### src/rtl/vector_fus_wb_arbiter.sv
// Lane write-back stage: per-FU result FIFOs, a round-robin arbiter and a
// registered output slot that drives one VRF write port with req/gnt.
// A done pulse is raised per instruction ID once its last element is granted.
module vector_fus_wb_arbiter #(
  parameter int unsigned NrFUs     = 2,
  parameter int unsigned BufDepth  = 2,
  parameter int unsigned DataWidth = 64,
  parameter int unsigned AddrWidth = 10,
  parameter int unsigned NrVInsn   = 8,
  localparam int unsigned IdWidth  = $clog2(NrVInsn),
  localparam int unsigned SrcWidth = $clog2(NrFUs),
  localparam int unsigned BeWidth  = DataWidth / 8
) (
  input  logic                           clk_i,
  input  logic                           rst_i,
  input  logic [NrFUs-1:0]               fu_valid_i,
  output logic [NrFUs-1:0]               fu_ready_o,
  input  logic [NrFUs*IdWidth-1:0]       fu_id_i,
  input  logic [NrFUs*AddrWidth-1:0]     fu_addr_i,
  input  logic [NrFUs*DataWidth-1:0]     fu_wdata_i,
  input  logic [NrFUs*BeWidth-1:0]       fu_be_i,
  input  logic [NrFUs-1:0]               fu_last_i,
  output logic                           wb_req_o,
  output logic [IdWidth-1:0]             wb_id_o,
  output logic [AddrWidth-1:0]           wb_addr_o,
  output logic [DataWidth-1:0]           wb_wdata_o,
  output logic [BeWidth-1:0]             wb_be_o,
  output logic [SrcWidth-1:0]            wb_src_o,
  input  logic                           wb_gnt_i,
  output logic [NrVInsn-1:0]             vinsn_done_o,
  output logic                           busy_o
);

  localparam int unsigned PtrWidth = $clog2(BufDepth);

  typedef logic [PtrWidth:0] cnt_t;

  typedef struct packed {
    logic [IdWidth-1:0]   id;
    logic [AddrWidth-1:0] addr;
    logic [DataWidth-1:0] wdata;
    logic [BeWidth-1:0]   be;
    logic                 last;
  } entry_t;

  entry_t              in_entry   [NrFUs];
  entry_t              fifo_mem_q [NrFUs][BufDepth];
  logic [PtrWidth-1:0] wptr_q     [NrFUs];
  logic [PtrWidth-1:0] rptr_q     [NrFUs];
  cnt_t                cnt_q      [NrFUs];

  logic [NrFUs-1:0]    nonempty;
  logic [NrFUs-1:0]    push;
  logic [NrFUs-1:0]    pop;

  logic                slot_valid_q;
  entry_t              slot_q;
  entry_t              head;
  logic [SrcWidth-1:0] src_q;
  logic [SrcWidth-1:0] rr_q;
  logic [SrcWidth-1:0] rr_d;
  logic [SrcWidth-1:0] winner;
  logic [SrcWidth-1:0] cand;
  logic                found;
  logic                load;
  logic [NrVInsn-1:0]  done_q;
  logic [NrVInsn-1:0]  done_d;

  // The slot refills whenever it is empty or its current write is accepted.
  assign load = !slot_valid_q || wb_gnt_i;

  // Per-channel unpacking and handshake; ready depends only on occupancy.
  for (genvar g = 0; g < NrFUs; g++) begin : g_ch
    assign in_entry[g]   = {fu_id_i[g*IdWidth +: IdWidth],
                            fu_addr_i[g*AddrWidth +: AddrWidth],
                            fu_wdata_i[g*DataWidth +: DataWidth],
                            fu_be_i[g*BeWidth +: BeWidth],
                            fu_last_i[g]};
    assign nonempty[g]   = (cnt_q[g] != '0);
    assign fu_ready_o[g] = (cnt_q[g] != cnt_t'(BufDepth));
    assign push[g]       = fu_valid_i[g] && fu_ready_o[g];
    assign pop[g]        = load && found && (winner == SrcWidth'(g));
  end

  // Round-robin pick: first non-empty channel at or after the pointer.
  always_comb begin
    found  = 1'b0;
    winner = '0;
    cand   = '0;
    for (int k = 0; k < NrFUs; k++) begin
      cand = SrcWidth'((int'(rr_q) + k) % int'(NrFUs));
      if (!found && nonempty[cand]) begin
        found  = 1'b1;
        winner = cand;
      end
    end
    rr_d = (winner == SrcWidth'(NrFUs - 1)) ? '0 : winner + SrcWidth'(1);
  end

  assign head = fifo_mem_q[winner][rptr_q[winner]];

  // Done pulse for the instruction whose last element is granted this cycle.
  always_comb begin
    done_d = '0;
    if (slot_valid_q && wb_gnt_i && slot_q.last) done_d[slot_q.id] = 1'b1;
  end

  // FIFO pointers and occupancy; simultaneous push/pop leaves the count unchanged.
  always_ff @(posedge clk_i or posedge rst_i) begin
    if (rst_i) begin
      for (int i = 0; i < NrFUs; i++) begin
        cnt_q[i]  <= '0;
        wptr_q[i] <= '0;
        rptr_q[i] <= '0;
      end
    end else begin
      for (int i = 0; i < NrFUs; i++) begin
        if (push[i]) wptr_q[i] <= wptr_q[i] + PtrWidth'(1);
        if (pop[i])  rptr_q[i] <= rptr_q[i] + PtrWidth'(1);
        cnt_q[i] <= cnt_q[i] + cnt_t'(push[i]) - cnt_t'(pop[i]);
      end
    end
  end

  // FIFO storage; contents are qualified by the counters, so no reset needed.
  always_ff @(posedge clk_i) begin
    for (int i = 0; i < NrFUs; i++) begin
      if (push[i]) fifo_mem_q[i][wptr_q[i]] <= in_entry[i];
    end
  end

  // Output slot, arbitration pointer and done register.
  always_ff @(posedge clk_i or posedge rst_i) begin
    if (rst_i) begin
      slot_valid_q <= 1'b0;
      slot_q       <= '0;
      src_q        <= '0;
      rr_q         <= '0;
      done_q       <= '0;
    end else begin
      done_q <= done_d;
      if (load) begin
        slot_valid_q <= found;
        if (found) begin
          slot_q <= head;
          src_q  <= winner;
          rr_q   <= rr_d;
        end
      end
    end
  end

  assign wb_req_o     = slot_valid_q;
  assign wb_id_o      = slot_q.id;
  assign wb_addr_o    = slot_q.addr;
  assign wb_wdata_o   = slot_q.wdata;
  assign wb_be_o      = slot_q.be;
  assign wb_src_o     = src_q;
  assign vinsn_done_o = done_q;
  assign busy_o       = (|nonempty) | slot_valid_q;

endmodule
### config.mk
export PLATFORM = sky130hd
export DESIGN_NAME = vector_fus_wb_arbiter
export DESIGN_NICKNAME = d
export VERILOG_FILES = /design/src/rtl/vector_fus_wb_arbiter.sv
export SDC_FILE = /design/constraint.sdc
export NUM_CORES = 1
export LEC_CHECK = 0
export CAP_MARGIN = 10
export CORE_UTILIZATION = 45
export CTS_CLUSTER_SIZE = 30
export DETAILED_ROUTE_END_ITERATION = 8
export GPL_TIMING_DRIVEN = 0
export PLACE_DENSITY = 0.73
export SLEW_MARGIN = 5
export SYNTH_ARGS = -nofsm -noshare
export SYNTH_HDL_FRONTEND = slang
export SYNTH_SLANG_ARGS = --single-unit
### constraint.sdc
create_clock -name clk_i -period 10.5 [get_ports clk_i]
set_clock_uncertainty 0.15 [all_clocks]
set_input_delay 1.575 -clock clk_i [delete_from_list [all_inputs] [get_ports clk_i]]
set_output_delay 1.575 -clock clk_i [all_outputs]
set_load 0.03 [all_outputs]
# After elaboration in Yosys (flattened, before gate mapping)
# Memory sizes are Yosys's and may differ from the RTL's.
# Index checks and enable logic that the tools add are counted.
# W data, S select, Z words.
[word_totals] register_bits=105 ram_bits=344 in_bits=177 output_inout_bits=98 n_memories=1
[mem_list] name="fifo_mem_q" words=2 word_bits=172 read_ports=1 rd_ports_with_merged_regs=0 wr=2 line="47" source="entry_t fifo_mem_q [NrFUs][BufDepth];"
[op_classes] addsub=10 magnitude_cmp=10 eq_ne=2 mux=26 bitwise=6 n_reduce_logical=18
[ops] op="$mux W86" n=5
[ops] op="$mux W172" n=2
[ops] op="$demux W86 S1" n=2
[ops] op="$mux W1" n=15
[ops] op="$logic_and A1 B1 Y1" n=11
[ops] op="$ge A2 B2 Y1 const B" n=4
[ops] op="$mux W8" n=1
[ops] op="$not A1 Y2" n=4
[ops] op="$add A1 B1 Y1 const B" n=6
[ops] op="$add A2 B1 Y2" n=2
[ops] op="$lt A1 B2 Y1 const B" n=2
[ops] op="$lt A2 B1 Y1 const B" n=2
[ops] op="$lt A3 B4 Y1 const B" n=1
[ops] op="$ne A2 B2 Y1 const B" n=2
[ops] op="$reduce_bool A2 Y1" n=2
[ops] op="$sub A2 B1 Y2" n=2
[ops] op="$demux W1 S3" n=1
[ops] op="$ge A3 B1 Y1 const B" n=1
[ops] op="$logic_not A1 Y1" n=2
[ops] op="$reduce_and A2 Y1" n=1
[ops] op="$reduce_or A2 Y1" n=1
[ops] op="$logic_or A1 B1 Y1" n=1
[ops] op="$not A1 Y1" n=1
[ops] op="$or A1 B1 Y1" n=1

# Longest topological paths before layout
# Gate-level depths: netlist (run 1).
[logic_depth] depth_word=15 ltp_mapped=10

# Least setup slack after synthesis (run 1)
# Ideal clock, no wire load.
[synth_path] path_type="input -> register" startpoint="input fu_valid_i[1]" endpoint="memory fifo_mem_q[1][100] (netlist name) (enable)" setup_ns=0.531 arrival_ns=5.266 required_time_ns=9.819 slack_ns=4.552 path_stages=2 path_buffers=0 path_cell_list="nand2_1 nor2_1"
[synth_lines] item="start, declared" line="16" source="input logic [NrFUs-1:0] fu_valid_i,"
[synth_lines] item="end, declared" line="47"

# Worst setup path in the final report (run 1)
[layout_path] startpoint="register cnt_q[2] (netlist name)" endpoint="output busy_o"
[layout_via] elab_chain_cells=3
[layout_lines] item="start, declared" line="50" source="cnt_t cnt_q [NrFUs];"
[layout_lines] item="start signal, assigned by index" line="120" source="cnt_q[i] <= cnt_q[i] + cnt_t'(push[i]) - cnt_t'(pop[i]);"
[layout_lines] item="$reduce_bool A2 Y1" line="79" source="assign nonempty[g] = (cnt_q[g] != '0);"
[layout_lines] item="$reduce_or A2 Y1" line="160" source="assign busy_o = (|nonempty) | slot_valid_q;"
[layout_lines] item="$or A1 B1 Y1" line="160"
[layout_lines] item="end, declared" line="31" source="output logic busy_o"
# No other way between the ends.

==> impl_metrics.prom, run 1 <==
# TYPE chip_impl_metric gauge
chip_impl_metric{name="core.rowCount",unit=""} 73
chip_impl_metric{name="hold_viol",unit=""} 0
chip_impl_info{name="cts.root.buffer_cell",value="sky130_fd_sc_hd__clkbuf_16"} 1
chip_impl_metric{name="synthAdderAreaFrac",unit="%"} 0.2757
chip_impl_metric{name="clk_transition_reported_paths",unit="ns"} 0.06
chip_impl_metric{name="final_nets",unit=""} 1718
chip_impl_metric{name="gp_congestion",unit=""} 0.7759
chip_impl_metric{name="mappedNetlistArea",unit="sq um"} 18150
chip_impl_metric{name="ctsHtreeMaxLevel",unit=""} 2
chip_impl_metric{name="dpl.hpwl",unit="mm"} 32.44
chip_impl_metric{name="hold-path-cell-count",unit=""} 2
chip_impl_metric{name="r2r.worst_path.cells",unit=""} 8
chip_impl_metric{name="syn_nets",unit=""} 1387
chip_impl_metric{name="postSynth.asyncResetShare",unit="%"} 23.39
chip_impl_metric{name="grt.overflow.total",unit=""} 0
chip_impl_metric{name="cts-buffers-inserted",unit=""} 46
chip_impl_metric{name="die_x",unit="microns"} 202.9
chip_impl_metric{name="drive_above_1_share",unit="%"} 13.33
chip_impl_metric{name="place_area",unit="sq um"} 21790
chip_impl_metric{name="synth_top_area_share",unit="%"} 56.90
chip_impl_metric{name="final.period_utilization",unit="%"} 47.30
chip_impl_metric{name="worst-endpoint-arrival",unit="ns"} 3.24
chip_impl_metric{name="dr_total_vias",unit=""} 11940
chip_impl_metric{name="postSynthCellCount",unit=""} 1206
chip_impl_metric{name="cp_slowest_stage_delay",unit="ns"} 0.90
chip_impl_metric{name="areaGrowthSynthToFinish",unit="%"} 28.62
chip_impl_info{name="crit_family",value="buffers and inverters"} 1
chip_impl_metric{name="dpl_worst_slack",unit="ns"} 6.016
chip_impl_metric{name="p_per_area",unit="nW/um^2"} 311.8
chip_impl_metric{name="worst-endpoint-required",unit="ns"} 8.78
chip_impl_info{name="grt_setup_unrepaired",value="false"} 1
chip_impl_info{name="worst_hold_path_type",value="reg -> reg"} 1
chip_impl_metric{name="grt_pass1_vias",unit=""} 12038
chip_impl_metric{name="syn_avg_cell_area",unit="sq um"} 15.05
chip_impl_metric{name="yosys_warnings",unit=""} 0
chip_impl_metric{name="fin_tns_setup",unit="ns"} 0
chip_impl_info{name="critical_path.slowest_cell",value="sky130_fd_sc_hd__nor4_4"} 1
chip_impl_metric{name="leakagePower",unit="nW"} 8.020
chip_impl_metric{name="yosys-mux-area-fraction",unit="%"} 0.06203
chip_impl_metric{name="avgRoutedWirePerCell",unit="microns"} 23.14
chip_impl_info{name="timing.critical_path.to_type",value="output port"} 1
chip_impl_metric{name="synth-simple-area-share",unit="%"} 6.906
chip_impl_metric{name="post-route-worst-setup-slack",unit="ns"} 5.534
chip_impl_metric{name="filler_cell_count",unit=""} 3159
chip_impl_metric{name="antenna_found_initial",unit=""} 11
chip_impl_metric{name="xor_and_xnor_area_share_after_synthesis",unit="%"} 0.3860
chip_impl_metric{name="routed_wirelength",unit="mm"} 48.73
chip_impl_info{name="cell_breakdown_of_the_critical_path",value="nor4_4, clkbuf_1, nand2b_1, clkdlybuf4s50_1"} 1
chip_impl_info{name="worstSetupStartpointType",value="flip-flop"} 1
chip_impl_metric{name="synth_enable_flop_cells",unit=""} 344
chip_impl_metric{name="boundaryPins",unit=""} 275
chip_impl_metric{name="core",unit="sq um"} 39730
chip_impl_metric{name="min_period",unit="ns"} 4.966
chip_impl_metric{name="report.final.slew_viol_count",unit=""} 0
chip_impl_metric{name="synth_seq_cells",unit=""} 449
chip_impl_metric{name="timing.fmax",unit="GHz"} 0.2014
chip_impl_metric{name="total_routing_resource_utilization_after_global_routing",unit="%"} 23.48
chip_impl_metric{name="worstSetupPathDepth",unit=""} 4
chip_impl_metric{name="place.port_buffers",unit=""} 274
chip_impl_metric{name="postCtsSetupRepairBufs",unit=""} 0
chip_impl_metric{name="vdd.ir_drop.worst",unit="mV"} 0.1604
chip_impl_metric{name="clk_latency",unit="ns"} 0.58
chip_impl_metric{name="design_area",unit="sq um"} 23350
chip_impl_metric{name="slew_headroom",unit="%"} 33.41
chip_impl_info{name="clock_tree_from_tritoncts",value="yes"} 1
chip_impl_metric{name="initial_standard_cell_utilization_of_the_core",unit="%"} 45.69
chip_impl_metric{name="grt_pass1_wl",unit="mm"} 72.15
chip_impl_metric{name="maximum_number_of_pins_on_one_net_before_global_route_repair",unit=""} 62
chip_impl_metric{name="finalSetupViolCount",unit=""} 0
chip_impl_info{name="yosys-top-cells-area",value="sky130_fd_sc_hd__edfxtp_1, sky130_fd_sc_hd__dfrtp_1, sky130_fd_sc_hd__nor2b_1"} 1
chip_impl_metric{name="slew_at_the_pin_closest_to_its_max_slew_limit",unit="ns"} 0.9914
chip_impl_metric{name="maxCapViolCount",unit=""} 0
chip_impl_metric{name="cp_max_fo",unit=""} 10
chip_impl_metric{name="clock_sink_count",unit=""} 449
chip_impl_metric{name="vias_per_cell",unit=""} 5.670
chip_impl_metric{name="bufs_and_invs_on_worst_path",unit=""} 2
chip_impl_metric{name="clk_path_buf_depth",unit=""} 3
chip_impl_metric{name="drt-pass1-iter-count",unit=""} 7
chip_impl_metric{name="fp.dieH",unit="microns"} 202.9
chip_impl_info{name="synth_top_area_cell",value="sky130_fd_sc_hd__edfxtp_1"} 1
chip_impl_metric{name="synth_unique_cells",unit=""} 34
chip_impl_metric{name="drt_drc_violations_left",unit=""} 0
chip_impl_metric{name="share_of_the_synthesized_area_in_compound_gates_ao_oa_aoi_oai",unit="%"} 14.89
chip_impl_metric{name="cts_repair_resized_insts",unit=""} 0
chip_impl_info{name="status",value="finished clean"} 1
chip_impl_info{name="count_leader_synth",value="sky130_fd_sc_hd__edfxtp_1"} 1
chip_impl_info{name="synth_top_flop_cell",value="sky130_fd_sc_hd__edfxtp_1"} 1
chip_impl_metric{name="die_area",unit="sq um"} 41150
chip_impl_metric{name="detail-route-antenna-nets",unit=""} 0
chip_impl_info{name="synth_top_family_by_area",value="compound AO/OA/AOI/OAI gates"} 1
chip_impl_info{name="synthTopCellsByCount",value="sky130_fd_sc_hd__edfxtp_1, sky130_fd_sc_hd__nor2b_1, sky130_fd_sc_hd__dfrtp_1"} 1
chip_impl_metric{name="detailedRoute.firstIterationViolations",unit=""} 774
chip_impl_metric{name="seq_area_frac_synth",unit="%"} 71.38
chip_impl_metric{name="cts_hold_buf",unit=""} 0
chip_impl_info{name="crit_type",value="reg -> out"} 1
-- sequential cells by signal, summed over array words and instances (netlist names), 3 cells and up --
name	count
cnt_q	4
fifo_mem_q	344
vinsn_done_o	8
wb_addr_o	10
wb_be_o	8
wb_id_o	3
wb_wdata_o	64
-- cell usage in the layout, fill, tap and decap left out, types with 3 or more instances in the layout --
cell,netlist,layout
sky130_fd_sc_hd__buf_12,0,5
sky130_fd_sc_hd__clkinv_2,0,7
sky130_fd_sc_hd__clkinv_1,0,3
sky130_fd_sc_hd__a2111oi_0,85,85
sky130_fd_sc_hd__a221oi_1,86,86
sky130_fd_sc_hd__inv_1,4,3
sky130_fd_sc_hd__nor2b_1,173,173
sky130_fd_sc_hd__o31ai_2,16,16
sky130_fd_sc_hd__nand2b_1,5,5
sky130_fd_sc_hd__clkbuf_16,0,50
sky130_fd_sc_hd__clkdlybuf4s50_1,0,274
sky130_fd_sc_hd__xnor2_1,7,7
sky130_fd_sc_hd__buf_2,19,19
sky130_fd_sc_hd__ha_1,4,4
sky130_fd_sc_hd__o21ai_0,87,87
sky130_fd_sc_hd__clkbuf_1,77,96
sky130_fd_sc_hd__buf_6,5,5
sky130_fd_sc_hd__nor2_1,8,6
sky130_fd_sc_hd__diode_2,0,6
sky130_fd_sc_hd__edfxtp_1,344,344
sky130_fd_sc_hd__bufinv_16,0,5
sky130_fd_sc_hd__dfrtp_1,105,105
sky130_fd_sc_hd__nand2_1,5,5
sky130_fd_sc_hd__buf_16,0,4
sky130_fd_sc_hd__buf_4,86,86
sky130_fd_sc_hd__o31ai_1,70,70
-- final timing paths --
| kind | slack, ns | end | from |
|---|---|---|---|
| max in group asynchronous | 8.19 | wb_wdata_o[16]$_DFFE_PP0N_ | rst_i |
| min | 0.36 | wb_wdata_o[33]$_DFFE_PP0N_ | wb_wdata_o[33]$_DFFE_PP0N_ |
| min in group asynchronous | 1.25 | wb_wdata_o[57]$_DFFE_PP0N_ | rst_i |
| max | 5.53 | busy_o | cnt_q[2]$_DFF_PP0_ |
| max reg2reg | 7.42 | cnt_q[3]$_DFF_PP0_ | cnt_q[2]$_DFF_PP0_ |
| min reg2reg | 0.36 | wb_wdata_o[33]$_DFFE_PP0N_ | wb_wdata_o[33]$_DFFE_PP0N_ |
-- final cells by class --
| cell class | instances | area [sq um] | area share (%) |
|---|---|---|---|
| multi-input cells | 564 | 4113 | 17.61 |
| clock buffers | 70 | 1336 | 5.723 |
| well taps | 525 | 656.9 | 2.813 |
| diodes | 6 | 15.01 | 0.06431 |
| inverters | 4 | 20.02 | 0.08574 |
| repair buffers | 283 | 2953 | 12.65 |
| flip-flops and latches | 449 | 12960 | 55.50 |
| plain buffers | 189 | 1094 | 4.684 |
| clock inverters | 16 | 203.9 | 0.8735 |
-- kinds of logic after synthesis --
kind of cell	Yosys count
multiplexers	1
XOR/XNOR	8
buffers and inverters	193
flip-flops	449
AO/OA/AOI/OAI	348
adder cells (fa/ha/maj)	4
AND/OR/NAND/NOR	203
-- report_power, final --
group / internal (mW) / switching, mW / total (mW)
registers: 2.48 / 0.201 / 2.68
logic: 1.14 / 1.79 / 2.93
clock network: 1.00 / 0.668 / 1.67
-- tightest hold or removal path, delay by kind of cell, from the launching register on --
kind	cells	cell delay [ns]
AO/OA/AOI/OAI	2	0.14
flip-flops	1	0.34
-- per-layer routing --
metal | wire [microns] | part of all wire [%] | GRT usage (%) | up-vias
li1 | - | - | - | 5320
met5 | 53 | 0.11 | 0 | -
met2 | 23710 | 49 | 38.39 | 487
met4 | 1311 | 2.7 | 8.539 | 8
met1 | 19880 | 41 | 30.64 | 6029
met3 | 3781 | 7.8 | 5.441 | 96
-- metrics by stage --
| stage | util (%) | hold WS, ns | std cells | total power, mW |
|---|---|---|---|---|
| 2_1_floorplan | - | 0.3104 | 1206 | 4.518 |
| 3_3_place_gp | 54.25 | 0.3241 | 2005 | 5.562 |
| 3_5_place_dp | 54.85 | 0.3509 | 2014 | 5.646 |
| 4_1_cts | 58.73 | 0.3616 | 2100 | 7.323 |
| 5_1_grt | 58.76 | 0.3803 | 2105 | 7.624 |
| 6_report | 58.77 | 0.3594 | 2106 | 7.279 |
Power figures use the tool's default switching activity.
==> run 2, diff against run 1 <==
Clock period 10.5 ns to 4.95 ns, I/O delays scaled along.
==> impl_metrics.prom, run 2 (synthesized netlist as in run 1, its figures left out) <==
# TYPE chip_impl_metric gauge
chip_impl_info{name="status",value="finished clean"} 1
chip_impl_metric{name="placed_cells_incl_taps",unit=""} 2014
chip_impl_metric{name="grt.overflow.total",unit=""} 0
chip_impl_metric{name="boundaryPins",unit=""} 275
chip_impl_metric{name="clk_transition_reported_paths",unit="ns"} 0.06
chip_impl_metric{name="routed_wirelength",unit="mm"} 47.81
chip_impl_metric{name="clock_sink_count",unit=""} 449
chip_impl_info{name="clock_tree_from_tritoncts",value="yes"} 1
chip_impl_metric{name="min_period",unit="ns"} 4.240
chip_impl_metric{name="cts_repair_resized_insts",unit=""} 0
chip_impl_metric{name="worst-endpoint-required",unit="ns"} 4.06
chip_impl_metric{name="drt_drc_violations_left",unit=""} 0
chip_impl_metric{name="total_routing_resource_utilization_after_global_routing",unit="%"} 23.35
chip_impl_info{name="timing.critical_path.to_type",value="output port"} 1
chip_impl_metric{name="final.period_utilization",unit="%"} 85.65
chip_impl_metric{name="clk_latency",unit="ns"} 0.56
chip_impl_metric{name="dpl.hpwl",unit="mm"} 32.15
chip_impl_metric{name="fp.dieH",unit="microns"} 202.9
chip_impl_metric{name="p_per_area",unit="nW/um^2"} 657.6
chip_impl_info{name="crit_type",value="reg -> out"} 1
chip_impl_metric{name="maxCapViolCount",unit=""} 0
chip_impl_info{name="cts.root.buffer_cell",value="sky130_fd_sc_hd__clkbuf_16"} 1
chip_impl_metric{name="slew_at_the_pin_closest_to_its_max_slew_limit",unit="ns"} 1.044
chip_impl_metric{name="place_area",unit="sq um"} 21800
chip_impl_metric{name="regToRegSetupSlack",unit="ns"} 1.83
chip_impl_metric{name="postCtsSetupRepairBufs",unit=""} 0
chip_impl_metric{name="post-route-worst-setup-slack",unit="ns"} 0.7103
chip_impl_info{name="worstSetupStartpointType",value="flip-flop"} 1
chip_impl_metric{name="grt_pass1_wl",unit="mm"} 71.62
chip_impl_metric{name="drive_above_1_share",unit="%"} 13.71
chip_impl_metric{name="slew_headroom",unit="%"} 29.87
chip_impl_metric{name="place.port_buffers",unit=""} 274
chip_impl_metric{name="antenna_found_initial",unit=""} 6
chip_impl_metric{name="detail-route-antenna-nets",unit=""} 0
chip_impl_info{name="final_common_cell",value="sky130_fd_sc_hd__edfxtp_1"} 1
chip_impl_metric{name="dpl_worst_slack",unit="ns"} 1.244
chip_impl_metric{name="worst-endpoint-arrival",unit="ns"} 3.35
chip_impl_metric{name="design_area",unit="sq um"} 23360
chip_impl_metric{name="gp_congestion",unit=""} 0.7714
chip_impl_metric{name="initial_standard_cell_utilization_of_the_core",unit="%"} 45.69
chip_impl_metric{name="cts-buffers-inserted",unit=""} 46
chip_impl_metric{name="hold_viol",unit=""} 0
chip_impl_metric{name="maximum_number_of_pins_on_one_net_before_global_route_repair",unit=""} 54
chip_impl_metric{name="cts_hold_buf",unit=""} 0
chip_impl_metric{name="core",unit="sq um"} 39730
chip_impl_metric{name="timing.fmax",unit="GHz"} 0.2359
chip_impl_metric{name="report.final.slew_viol_count",unit=""} 0
chip_impl_metric{name="fin_tns_setup",unit="ns"} 0
chip_impl_metric{name="clk_path_buf_depth",unit=""} 3
chip_impl_metric{name="fin_hold_ws",unit="ns"} 0.3580
chip_impl_metric{name="grt_pass1_vias",unit=""} 12120
chip_impl_metric{name="ctsHtreeMaxLevel",unit=""} 2
chip_impl_metric{name="core.rowCount",unit=""} 73
chip_impl_metric{name="areaGrowthSynthToFinish",unit="%"} 28.66
chip_impl_metric{name="leakagePower",unit="nW"} 8.033
chip_impl_metric{name="dr_total_vias",unit=""} 11778
chip_impl_metric{name="finalNonFillerCells",unit=""} 2103
chip_impl_metric{name="vdd.ir_drop.worst",unit="mV"} 0.4028
chip_impl_metric{name="vias_per_cell",unit=""} 5.601
chip_impl_info{name="worst_hold_path_type",value="reg -> reg"} 1
chip_impl_metric{name="die_area",unit="sq um"} 41150
chip_impl_metric{name="die_x",unit="microns"} 202.9
chip_impl_metric{name="final_nets",unit=""} 1718
chip_impl_metric{name="utilization_after_layout",unit="%"} 58.79
chip_impl_metric{name="power.total",unit="mW"} 15.36
chip_impl_info{name="grt_setup_unrepaired",value="false"} 1
chip_impl_metric{name="drt-pass1-iter-count",unit=""} 5
chip_impl_metric{name="finalSetupViolCount",unit=""} 0
chip_impl_metric{name="avgRoutedWirePerCell",unit="microns"} 22.73
chip_impl_metric{name="detailedRoute.firstIterationViolations",unit=""} 745
chip_impl_metric{name="cp_max_fo",unit=""} 10
chip_impl_info{name="most_used_cells_in_the_layout_excluding_fill_and_tap_cells",value="sky130_fd_sc_hd__edfxtp_1, sky130_fd_sc_hd__clkdlybuf4s50_1, sky130_fd_sc_hd__nor2b_1"} 1
chip_impl_metric{name="largest_register_ffs",unit=""} 344
run 2: area by class of cell:
type                    count  area [sq um]
diodes                      3         7.507
plain buffers             189          1094
clock buffers              69          1413
clock inverters            17         136.4
fillers                  3116         16370
inverters                   4         20.02
multi-input cells         564          4113
flip-flops and latches    449         12960
well taps                 525         656.9
repair buffers            283          2960
run 2: power by group:
group / internal, mW / switching [mW]
clock: 2.08 / 1.41
sequential: 5.25 / 0.431
combinational: 2.42 / 3.77
total: 9.75 / 5.61
run 2: per-layer routing:
layer	track usage (%)	share of wire (%)	vias up
li1	-	-	5315
met2	38.64	49	435
met5	0	0.075	-
met4	8.861	3.0	6
met1	30.60	41	5930
met3	4.398	6.6	92
run 2: worst max-delay path, cell delays in order (launching register included):
cell and delay [ns]:
sky130_fd_sc_hd__dfrtp_1 0.45, sky130_fd_sc_hd__nor4_4 0.94, sky130_fd_sc_hd__clkbuf_1 0.55, sky130_fd_sc_hd__nand2b_1 0.20, sky130_fd_sc_hd__clkdlybuf4s50_1 0.64
run 2: worst paths after layout:
kind	start	end	cells past startpoint
min in group asynchronous	rst_i	wb_wdata_o[58]$_DFFE_PP0N_	2
worst min register to register	wb_wdata_o[17]$_DFFE_PP0N_	wb_wdata_o[17]$_DFFE_PP0N_	2
worst max register to register	cnt_q[2]$_DFF_PP0_	cnt_q[3]$_DFF_PP0_	8
max in group asynchronous	rst_i	cnt_q[1]$_DFF_PP0_	3
worst max-delay path	cnt_q[2]$_DFF_PP0_	busy_o	4
worst min-delay path	wb_wdata_o[17]$_DFFE_PP0N_	wb_wdata_o[17]$_DFFE_PP0N_	2
==> run 3, diff against run 2 <==
Settings changed: ABC_AREA set to 1.
==> impl_metrics.prom, run 3 <==
# TYPE chip_impl_metric gauge
chip_impl_info{name="rr_startpoint",value="cnt_q[1]$_DFF_PP0_"} 1
chip_impl_metric{name="clock_sink_count",unit=""} 449
chip_impl_metric{name="cts-buffers-inserted",unit=""} 47
chip_impl_metric{name="syn_nets",unit=""} 1915
chip_impl_metric{name="cp_slowest_stage_delay",unit="ns"} 0.72
chip_impl_info{name="crit_type",value="reg -> out"} 1
chip_impl_info{name="crit_family",value="buffers and inverters"} 1
chip_impl_metric{name="routed_wirelength",unit="mm"} 49.67
chip_impl_metric{name="antenna_found_initial",unit=""} 8
chip_impl_metric{name="bufs_and_invs_on_worst_path",unit=""} 4
chip_impl_metric{name="placed_cells_incl_taps",unit=""} 2555
chip_impl_metric{name="postCtsSetupRepairBufs",unit=""} 0
chip_impl_metric{name="place.port_buffers",unit=""} 274
chip_impl_metric{name="synth_seq_cells",unit=""} 449
chip_impl_metric{name="worst-endpoint-arrival",unit="ns"} 2.77
chip_impl_info{name="synthTopCellsByCount",value="sky130_fd_sc_hd__nand2_1, sky130_fd_sc_hd__edfxtp_1, sky130_fd_sc_hd__nand3_1"} 1
chip_impl_info{name="count_leader_synth",value="sky130_fd_sc_hd__nand2_1"} 1
chip_impl_metric{name="finalNonFillerCells",unit=""} 2646
chip_impl_metric{name="filler_cell_count",unit=""} 3298
chip_impl_info{name="cell_breakdown_of_the_critical_path",value="or2_1, buf_4, buf_2, buf_2, nor2_1, nand2_1, clkdlybuf4s50_1"} 1
chip_impl_info{name="synth_top_area_cell",value="sky130_fd_sc_hd__edfxtp_1"} 1
chip_impl_metric{name="hold-path-cell-count",unit=""} 2
chip_impl_info{name="r2r_end",value="cnt_q[3]$_DFF_PP0_"} 1
chip_impl_metric{name="mappedNetlistArea",unit="sq um"} 18630
chip_impl_metric{name="detailedRoute.firstIterationViolations",unit=""} 1029
chip_impl_metric{name="areaGrowthSynthToFinish",unit="%"} 28.72
chip_impl_metric{name="slew_headroom",unit="%"} 48.73
chip_impl_metric{name="final.period_utilization",unit="%"} 73.94
chip_impl_info{name="most_used_cells_in_the_layout_excluding_fill_and_tap_cells",value="sky130_fd_sc_hd__nand2_1, sky130_fd_sc_hd__edfxtp_1, sky130_fd_sc_hd__clkdlybuf4s50_1"} 1
chip_impl_metric{name="cts_hold_buf",unit=""} 0
chip_impl_metric{name="report.final.slew_viol_count",unit=""} 0
chip_impl_metric{name="core",unit="sq um"} 40830
chip_impl_metric{name="r2r.worst_path.cells",unit=""} 12
chip_impl_metric{name="drt-pass1-iter-count",unit=""} 5
chip_impl_metric{name="hold_viol",unit=""} 0
chip_impl_metric{name="postSynthCellCount",unit=""} 1734
chip_impl_metric{name="cts_repair_resized_insts",unit=""} 0
chip_impl_metric{name="synth_unique_cells",unit=""} 23
chip_impl_metric{name="avgRoutedWirePerCell",unit="microns"} 18.77
chip_impl_metric{name="grt_pass1_vias",unit=""} 13274
chip_impl_metric{name="clk_path_buf_depth",unit=""} 3
chip_impl_metric{name="fp.dieH",unit="microns"} 205.5
chip_impl_metric{name="slew_at_the_pin_closest_to_its_max_slew_limit",unit="ns"} 0.7672
chip_impl_metric{name="min_period",unit="ns"} 3.660
chip_impl_metric{name="maximum_number_of_pins_on_one_net_before_global_route_repair",unit=""} 78
chip_impl_info{name="final_common_cell",value="sky130_fd_sc_hd__nand2_1"} 1
chip_impl_metric{name="syn_avg_cell_area",unit="sq um"} 10.75
chip_impl_metric{name="die_x",unit="microns"} 205.5
chip_impl_metric{name="synth_enable_flop_cells",unit=""} 344
chip_impl_info{name="timing.critical_path.to_type",value="output port"} 1
chip_impl_metric{name="worst-endpoint-required",unit="ns"} 4.06
chip_impl_metric{name="core.rowCount",unit=""} 74
chip_impl_metric{name="boundaryPins",unit=""} 275
chip_impl_metric{name="vdd.ir_drop.worst",unit="mV"} 0.3667
chip_impl_metric{name="total_routing_resource_utilization_after_global_routing",unit="%"} 23.63
chip_impl_metric{name="clk_latency",unit="ns"} 0.55
chip_impl_info{name="grt_setup_unrepaired",value="false"} 1
chip_impl_metric{name="maxCapViolCount",unit=""} 0
chip_impl_metric{name="synth_top_area_share",unit="%"} 55.44
chip_impl_info{name="cts.root.buffer_cell",value="sky130_fd_sc_hd__clkbuf_16"} 1
chip_impl_info{name="clock_tree_from_tritoncts",value="yes"} 1
chip_impl_metric{name="grt_pass1_wl",unit="mm"} 74.66
chip_impl_info{name="yosys-top-cells-area",value="sky130_fd_sc_hd__edfxtp_1, sky130_fd_sc_hd__nand2_1, sky130_fd_sc_hd__dfrtp_1"} 1
chip_impl_metric{name="clk_transition_reported_paths",unit="ns"} 0.06
chip_impl_info{name="worst_hold_startpoint",value="wb_wdata_o[48]$_DFFE_PP0N_"} 1
chip_impl_metric{name="finalSetupViolCount",unit=""} 0
chip_impl_info{name="status",value="finished clean"} 1
chip_impl_metric{name="die_area",unit="sq um"} 42230
chip_impl_info{name="synth_top_flop_cell",value="sky130_fd_sc_hd__edfxtp_1"} 1
chip_impl_metric{name="dpl.hpwl",unit="mm"} 33.04
chip_impl_metric{name="yosys_warnings",unit=""} 0
chip_impl_metric{name="cp_max_fo",unit=""} 10
chip_impl_metric{name="final_nets",unit=""} 2253
chip_impl_metric{name="vias_per_cell",unit=""} 5.012
chip_impl_metric{name="gp_congestion",unit=""} 0.8034
chip_impl_metric{name="timing.fmax",unit="GHz"} 0.2732
chip_impl_info{name="critical_path.slowest_cell",value="sky130_fd_sc_hd__clkdlybuf4s50_1"} 1
chip_impl_metric{name="drt_drc_violations_left",unit=""} 0
chip_impl_metric{name="grt.overflow.total",unit=""} 0
chip_impl_info{name="critical_path.most_common_cell",value="sky130_fd_sc_hd__buf_2"} 1
chip_impl_metric{name="ctsHtreeMaxLevel",unit=""} 2
chip_impl_info{name="timing.hold.worst_endpoint",value="wb_wdata_o[48]$_DFFE_PP0N_"} 1
chip_impl_metric{name="seq_area_frac_synth",unit="%"} 69.54
chip_impl_metric{name="largest_register_ffs",unit=""} 344
chip_impl_metric{name="dr_total_vias",unit=""} 13262
chip_impl_metric{name="regToRegSetupSlack",unit="ns"} 2.07
chip_impl_metric{name="drive_above_1_share",unit="%"} 12.65
chip_impl_metric{name="utilization_after_layout",unit="%"} 58.74
chip_impl_info{name="worst_hold_path_type",value="reg -> reg"} 1
chip_impl_info{name="worstSetupStartpointType",value="flip-flop"} 1
chip_impl_metric{name="leakagePower",unit="nW"} 10.46
chip_impl_metric{name="initial_standard_cell_utilization_of_the_core",unit="%"} 45.64
chip_impl_metric{name="p_per_area",unit="nW/um^2"} 703.4
chip_impl_metric{name="postSynth.asyncResetShare",unit="%"} 23.39
chip_impl_metric{name="detail-route-antenna-nets",unit=""} 0
run 3: worst min-delay path, delay by kind of cell (launching register included):
| family | cells | cell delay, ns |
|---|---|---|
| flops | 1 | 0.34 |
| simple gates | 2 | 0.10 |
run 3: metrics by stage:
step / TNS [ns] / instance area (sq um) / power (mW) / setup slack [ns] / hold slack (ns)
global route: 0 / 23980 / 17.97 / 1.150 / 0.3421
CTS: 0 / 23980 / 17.00 / 1.230 / 0.3322
global placement: -492.33 / 22050 / 13.18 / -1.282 / 0.3126
finish: 0 / 23990 / 16.87 / 1.290 / 0.3278
floorplan: 0 / 18640 / 10.67 / 1.249 / 0.2992
detailed placement: 0 / 22420 / 13.45 / 1.505 / 0.3161
run 3: power breakdown:
group          switching (mW)  internal, mW  leakage [nW]
Sequential              0.356          5.20          4.52
Clock                    1.45          2.08         0.774
Combinational            4.97          2.82          5.17
Total                    6.77          10.1          10.5
run 3: how the worst max path moves through the flow:
| stage | slack [ns] | cells after the start | start | endpoint |
|---|---|---|---|---|
| 2_1_floorplan | 1.25 | 4 | cnt_q[2]$_DFF_PP0_ | fifo_mem_q[0][0]$_DFFE_PP_ |
| 3_3_place_gp | -1.28 | 3 | fu_valid_i[0] | fifo_mem_q[0][43]$_DFFE_PP_ |
| 3_5_place_dp | 1.50 | 11 | wb_gnt_i | cnt_q[3]$_DFF_PP0_ |
| 4_1_cts | 1.23 | 7 | cnt_q[1]$_DFF_PP0_ | busy_o |
| 5_1_grt | 1.15 | 7 | cnt_q[1]$_DFF_PP0_ | busy_o |
| 6_report | 1.29 | 7 | cnt_q[1]$_DFF_PP0_ | busy_o |
run 3: kinds of logic (layout without fill, tap and decap cells):
family                     Yosys count  count (layout)  share of synthesized area, %
and+or+nand+nor                   1072            1072                         22.89
DFF                                449             449                         69.54
buffers and inverters              197             573                         6.762
AOI/OAI and AO/OA                    6               6                        0.2619
xor gates and xnor gates             6               6                        0.2821
adders and majority gates            4               4                        0.2686
other                                0               4                             0
run 3: cell type report:
type | instances | area, sq um | area share, %
Sequential cell | 449 | 12960 | 54.02
Multi-Input combinational cell | 1088 | 4447 | 18.54
Timing Repair Buffer | 289 | 3080 | 12.84
Clock buffer | 64 | 1353 | 5.639
Buffer | 179 | 1192 | 4.971
Tap cell | 532 | 665.6 | 2.775
Clock inverter | 23 | 207.7 | 0.8659
Inverter | 18 | 72.57 | 0.3026
Antenna cell | 4 | 10.01 | 0.04173
run 3: layer usage:
metal | vias to the layer above | part of all wire [%] | global-route usage [%]
met5 | - | 0.12 | 0
met4 | 8 | 2.9 | 8.280
met3 | 101 | 7.4 | 4.007
met2 | 558 | 49 | 39.96
met1 | 6308 | 40 | 30.67
li1 | 6287 | - | -
